File: config.mk
export PLATFORM = sky130hd
export DESIGN_NAME = divider_64b_seq
export DESIGN_NICKNAME = d
export VERILOG_FILES = /design/src/rtl/divider_64b_seq.sv
export SDC_FILE = /design/constraint.sdc
export NUM_CORES = 1
export LEC_CHECK = 0
export CAP_MARGIN = 20
export CORE_MARGIN = 2
export CORE_UTILIZATION = 60
export DETAILED_ROUTE_END_ITERATION = 10
export DONT_BUFFER_PORTS = 1
export MAX_ROUTING_LAYER = met4
export PLACE_DENSITY = 0.79
export SETUP_SLACK_MARGIN = 0.5
export SLEW_MARGIN = 20
export SYNTH_ARGS = -nofsm -noshare
export SYNTH_HDL_FRONTEND = slang
export SYNTH_SLANG_ARGS = --single-unit
File: constraint.sdc
create_clock -name clk -period 14.9 [get_ports clk]
set_input_delay 1.49 -clock clk [delete_from_list [all_inputs] [get_ports clk]]
set_output_delay 1.49 -clock clk [all_outputs]
set_load 0.05 [all_outputs]
File: src/rtl/divider_64b_seq.sv
// divider_64b_seq: iterative radix-2 restoring divider (DIV/DIVU/REM/REMU), Size+2 cycle latency.
// Optional macro DIV_EARLY_OUT_EN: divide-by-zero and signed overflow skip the DIV phase.
`default_nettype none

module divider_64b_seq #(
  parameter int Size = 64
) (
  input  logic            clk,
  input  logic            reset,
  input  logic            start,
  input  logic            signed_op,
  input  logic [Size-1:0] a,
  input  logic [Size-1:0] b,
  output logic [Size-1:0] q,
  output logic [Size-1:0] r,
  output logic            busy,
  output logic            done
);

  localparam int CW = $clog2(Size + 1);

  typedef enum logic [1:0] {
    S_IDLE = 2'd0,
    S_DIV  = 2'd1,
    S_FIX  = 2'd2
  } state_t;

  state_t          r_state;
  logic [CW-1:0]   r_cnt;
  logic [Size:0]   r_rem;
  logic [Size-1:0] r_dq;
  logic [Size-1:0] r_b_abs;
  logic [Size-1:0] r_a;
  logic            r_neg_a;
  logic            r_neg_b;
  logic            r_zero;

  logic            w_neg_a;
  logic            w_neg_b;
  logic [Size-1:0] w_a_abs;
  logic [Size-1:0] w_b_abs;
  logic [Size:0]   w_rem_sh;
  logic [Size+1:0] w_trial;
  logic [Size-1:0] w_q_fix;
  logic [Size-1:0] w_r_fix;

  assign w_neg_a = signed_op & a[Size-1];
  assign w_neg_b = signed_op & b[Size-1];
  // Negating the most negative value wraps back to 2^(Size-1), which is the wanted magnitude.
  assign w_a_abs = w_neg_a ? (~a + 1'b1) : a;
  assign w_b_abs = w_neg_b ? (~b + 1'b1) : b;

  // Bring the next dividend bit into the partial remainder; sign of the trial decides the quotient bit.
  assign w_rem_sh = (r_rem << 1) | {{Size{1'b0}}, r_dq[Size-1]};
  assign w_trial  = {1'b0, w_rem_sh} - {2'b00, r_b_abs};

  assign w_q_fix = (r_neg_a ^ r_neg_b) ? (~r_dq + 1'b1) : r_dq;
  assign w_r_fix = r_neg_a ? (~r_rem[Size-1:0] + 1'b1) : r_rem[Size-1:0];

`ifdef DIV_EARLY_OUT_EN
  logic w_early;
  // With dq preloaded with |a| and rem cleared, FIX already yields the overflow result directly.
  assign w_early = (b == '0) |
                   (signed_op & (a == {1'b1, {(Size-1){1'b0}}}) & (b == '1));
`endif

  always_ff @(posedge clk or posedge reset) begin
    if (reset) begin
      r_state <= S_IDLE;
      r_cnt   <= '0;
      r_rem   <= '0;
      r_dq    <= '0;
      r_b_abs <= '0;
      r_a     <= '0;
      r_neg_a <= 1'b0;
      r_neg_b <= 1'b0;
      r_zero  <= 1'b0;
      q       <= '0;
      r       <= '0;
      busy    <= 1'b0;
      done    <= 1'b0;
    end else begin
      done <= 1'b0;
      case (r_state)
        S_IDLE: begin
          if (start) begin
            r_neg_a <= w_neg_a;
            r_neg_b <= w_neg_b;
            r_b_abs <= w_b_abs;
            r_a     <= a;
            r_zero  <= (b == '0);
            r_rem   <= '0;
            r_dq    <= w_a_abs;
            r_cnt   <= CW'(Size);
            busy    <= 1'b1;
`ifdef DIV_EARLY_OUT_EN
            r_state <= w_early ? S_FIX : S_DIV;
`else
            r_state <= S_DIV;
`endif
          end
        end
        S_DIV: begin
          r_rem <= w_trial[Size+1] ? w_rem_sh : w_trial[Size:0];
          r_dq  <= {r_dq[Size-2:0], ~w_trial[Size+1]};
          r_cnt <= r_cnt - CW'(1);
          if (r_cnt == CW'(1)) begin
            r_state <= S_FIX;
          end
        end
        S_FIX: begin
          if (r_zero) begin
            q <= '1;
            r <= r_a;
          end else begin
            q <= w_q_fix;
            r <= w_r_fix;
          end
          done    <= 1'b1;
          busy    <= 1'b0;
          r_state <= S_IDLE;
        end
        default: begin
          r_state <= S_IDLE;
        end
      endcase
    end
  end

endmodule

`default_nettype wire

==> summary.md <==
| Metric | Value |
|---|---|
| Psw | 1.66 mW |
| Largest family of logic cells by synthesized area | compound AO/OA/AOI/OAI gates |
| Most instantiated cells after synthesis | nand2_1 (508), dfrtp_1 (398), o21ai_0 (308) |
| Crit. End Element | register |
| Worst Max-Slew Pin Slew | 1.01 ns |
| Initial Util | 0.610 |
| Max cap viols | 0 |
| Vias in the first global route | 20300 |
| Total CTS buffers | 44 |
| Register-to-Register Path Depth | 12 |
| Setup WS pre-CTS | 9.72 ns |
| RSZ-0062 raised after global routing | false |
| Hold path endpoint | r_cnt[6] |
| Hold_sp | r_cnt[6] |
| Post-synthesis cell area | 0.0250 mm^2 |
| Simple logic cell fraction of the synthesized area | 0.185 |
| Rel. slew slack | 0.326 |
| Port Buf Inserts | 0 |
| FP Rows | 74 |
| Worst path cell trace | ha_1 -> nand4_1 -> or4_1 -> or3_1 -> o41a_1 -> a311oi_1 -> o21ai_1 -> a21boi_2 -> nand2b_2 -> buf_4 -> nand2_1 -> o21ai_0 |
| DIE HEIGHT | 208 um |
| Hold Buf Count CTS | 0 |
| Kind of critical path | reg2reg |
| Vias | 21600 |
| Seq cells post-synth | 398 |
| Sw frac | 0.391 |
| Worst r2r dst | r_rem[58] |
| Initial DRC Count | 2289 |
| Worst EP required | 15.38 ns |
| Hold path cells | 1 |
| Root buf cell | clkbuf_16 |
| Post-Syn Area per Cell | 8.26 um^2 |
| Register area share after synthesis | 0.398 |
| Overflow left after global routing | 0 |
| Pwr Density | 159 mW/mm^2 |
| Worst-path clk slew | 0.06 ns |
| Most used DFF post-synth | dfrtp_1 |
| CP max stage cell | buf_4 |
| Cell count after synthesis | 3026 |
| Post-layout min period | 5.17 ns |
| Slowest stage delay, CP | 0.67 ns |
| Max Slew Vio Count | 0 |
| Final Hold Viols | 0 |
| Crit-path max FO | 51 |
| Cts repair resizes | 0 |
| Initial antenna violation count | 0 |
| Area leader, netlist | dfrtp_1 |
| Residual DRC | 0 |
| First-pass DRT Iterations | 6 |
| Skew-Pair Late Insertion Delay | 0.58 ns |
| Final Wtd Congestion | 0.937 |
| N_diodes | 0 |
| CP arrival | 5.65 ns |
| Synth Warn # | 0 |
| Synthesis-to-layout area growth | 6.95% |
| Dpl hpwl | 51700 um |
| Clk sinks | 398 |
| Postcts setup bufs | 0 |
| Worst setup margin | 9.73 ns |
| Syn Nets | 3229 |
| Fin crit share | 0.347 |
| Post-synth EDFFs | 0 |
| Drt total wl | 70300 um |
| Fraction of the mapped netlist area in compound gates | 0.211 |
| R2r setup slk | 9.73 ns |
| CORE AREA | 0.0410 mm^2 |
| Post-synth ARST share | 1.00 |
| Clock network power share | 0.267 |
| Setup TNS | 0 ns |
| Clk_skew | 0.0134 ns |
| Die width | 208 um |
| Clock tree buffer depth | 3 |
| Outcome | completed |
| H-tree levels | 2 |
| Sequential Power Share | 0.335 |
| Largest net degree at the start of global routing | 154 |
| Distinct cells, synth | 73 |
| Peak VDD IR | 0.0000956 V |
| First-pass GRT wire length | 112000 um |
| Die area | 0.0433 mm^2 |
| Min-delay worst type | reg2reg |
| Yosys top cell area share | 0.398 |
| Layout cells sized above 1 | 0.0447 |
| Synth area leaders | dfrtp_1 (40%), nand2_1 (7.6%), xor2_1 (6.2%), o21ai_0 (6.2%), a21oi_1 (5.0%) |
| Adder-cell share of the synthesized area | 0.0358 |
| Mux cell area share after synthesis | 0.0213 |
| TritonCTS clock tree | yes |
| ANT nets after route | 0 |
| Combinational power share | 0.398 |
| Final setup fails | 0 |
| Pleak | 11.2 nW |
| GRT Total Usage | 0.331 |
| Startpoint Class | register |
| Via/cell ratio | 6.18 |
| Final nets | 3125 |
| WHS | 0.467 ns |
| Io pins | 262 |
| Drt wl/cell | 20.2 um |
| Max Clk Rate | 0.193 GHz |
| RR Startpoint | r_rem[16] |
| Synth Area in XOR/XNOR | 0.107 |
| Most frequent cell after synthesis | nand2_1 |
| Internal power | 2.59 mW |
==> worst max-delay path by stage <==
stage | from | end | slack, ns | cells past startpoint
finish | r_rem[16] | r_rem[58] | 9.73 | 12
global route | r_rem[16] | r_rem[59] | 9.43 | 12
CTS | r_rem[16] | r_rem[58] | 9.71 | 12
detailed placement | r_rem[16] | r_rem[58] | 9.72 | 12
global placement | a[14] | r_dq[59] | 9.99 | 10
floorplan | reset | busy | 2.34 | 1
==> final cells by class <==
class	count	area [um^2]
sequential	398	9960
inverter	102	390
fill	3457	14300
multi-input combinational	2352	14000
timing repair buffer	24	196
tap	532	666
clock buffer	65	1300
clock inverter	14	181
==> state kept, by name, summed over array words and instances, names as in the netlist <==
| signal | flops |
|---|---|
| busy | 1 |
| r_dq | 64 |
| r_neg_b | 1 |
| done | 1 |
| r_cnt | 7 |
| r_neg_a | 1 |
| q | 64 |
| r_zero | 1 |
| r | 64 |
| r_rem | 64 |
| r_state | 2 |
| r_b_abs | 64 |
| r_a | 64 |
==> cells by family (layout without fill, tap and decap cells) <==
logic type,Yosys count,count (layout)
compound gates,895,895
xor+xnor,305,305
flops,398,398
buf+inv,276,205
simple gates,1028,1028
mux,53,53
fa+ha+maj,71,71
==> stage by stage <==
step / instance area [um^2] / power [mW] / std cells / util
CTS: 26700 / 4.23 / 3487 / 0.652
detailed placement: 25200 / 3.09 / 3408 / 0.616
finish: 26700 / 4.24 / 3487 / 0.652
global placement: 25200 / 3.05 / 3408 / 0.616
floorplan: 25000 / 2.69 / 3026 / -
global route: 26700 / 4.49 / 3487 / 0.652
==> layer usage <==
metal / global-route usage / share of wire
met5: - / 0
met4: 0.0903 / 0.026
met3: 0.0524 / 0.074
met2: 0.512 / 0.46
met1: 0.454 / 0.44
==> critical path, delay by kind of cell, from the launching register on <==
kind / cells / cell delay, ns
simple gates: 5 / 1.83
compound gates: 5 / 1.62
buf+inv: 1 / 0.67
flops: 1 / 0.48
fa+ha+maj: 1 / 0.47
==> power groups by stage <==
stage	logic, mW	registers [mW]	clock network, mW
floorplan	1.35	1.34	0
global placement	1.63	1.42	0
detailed placement	1.66	1.43	0
CTS	1.67	1.41	1.15
global route	1.87	1.44	1.18
finish	1.69	1.42	1.13
==> layout by cell type (no fill, tap or decap), types with 41 or more instances in the layout <==
master	instances
nand2_1	506
dfrtp_1	396
o21ai_0	308
a21oi_1	249
nor2_1	229
xor2_1	176
xnor2_1	127
inv_1	100
ha_1	70
o21ai_1	61
o31ai_1	52
mux2i_1	52
nor3_1	50
a22oi_1	50
clkbuf_16	45
or3_1	41
(Power assumes the default switching activity.)
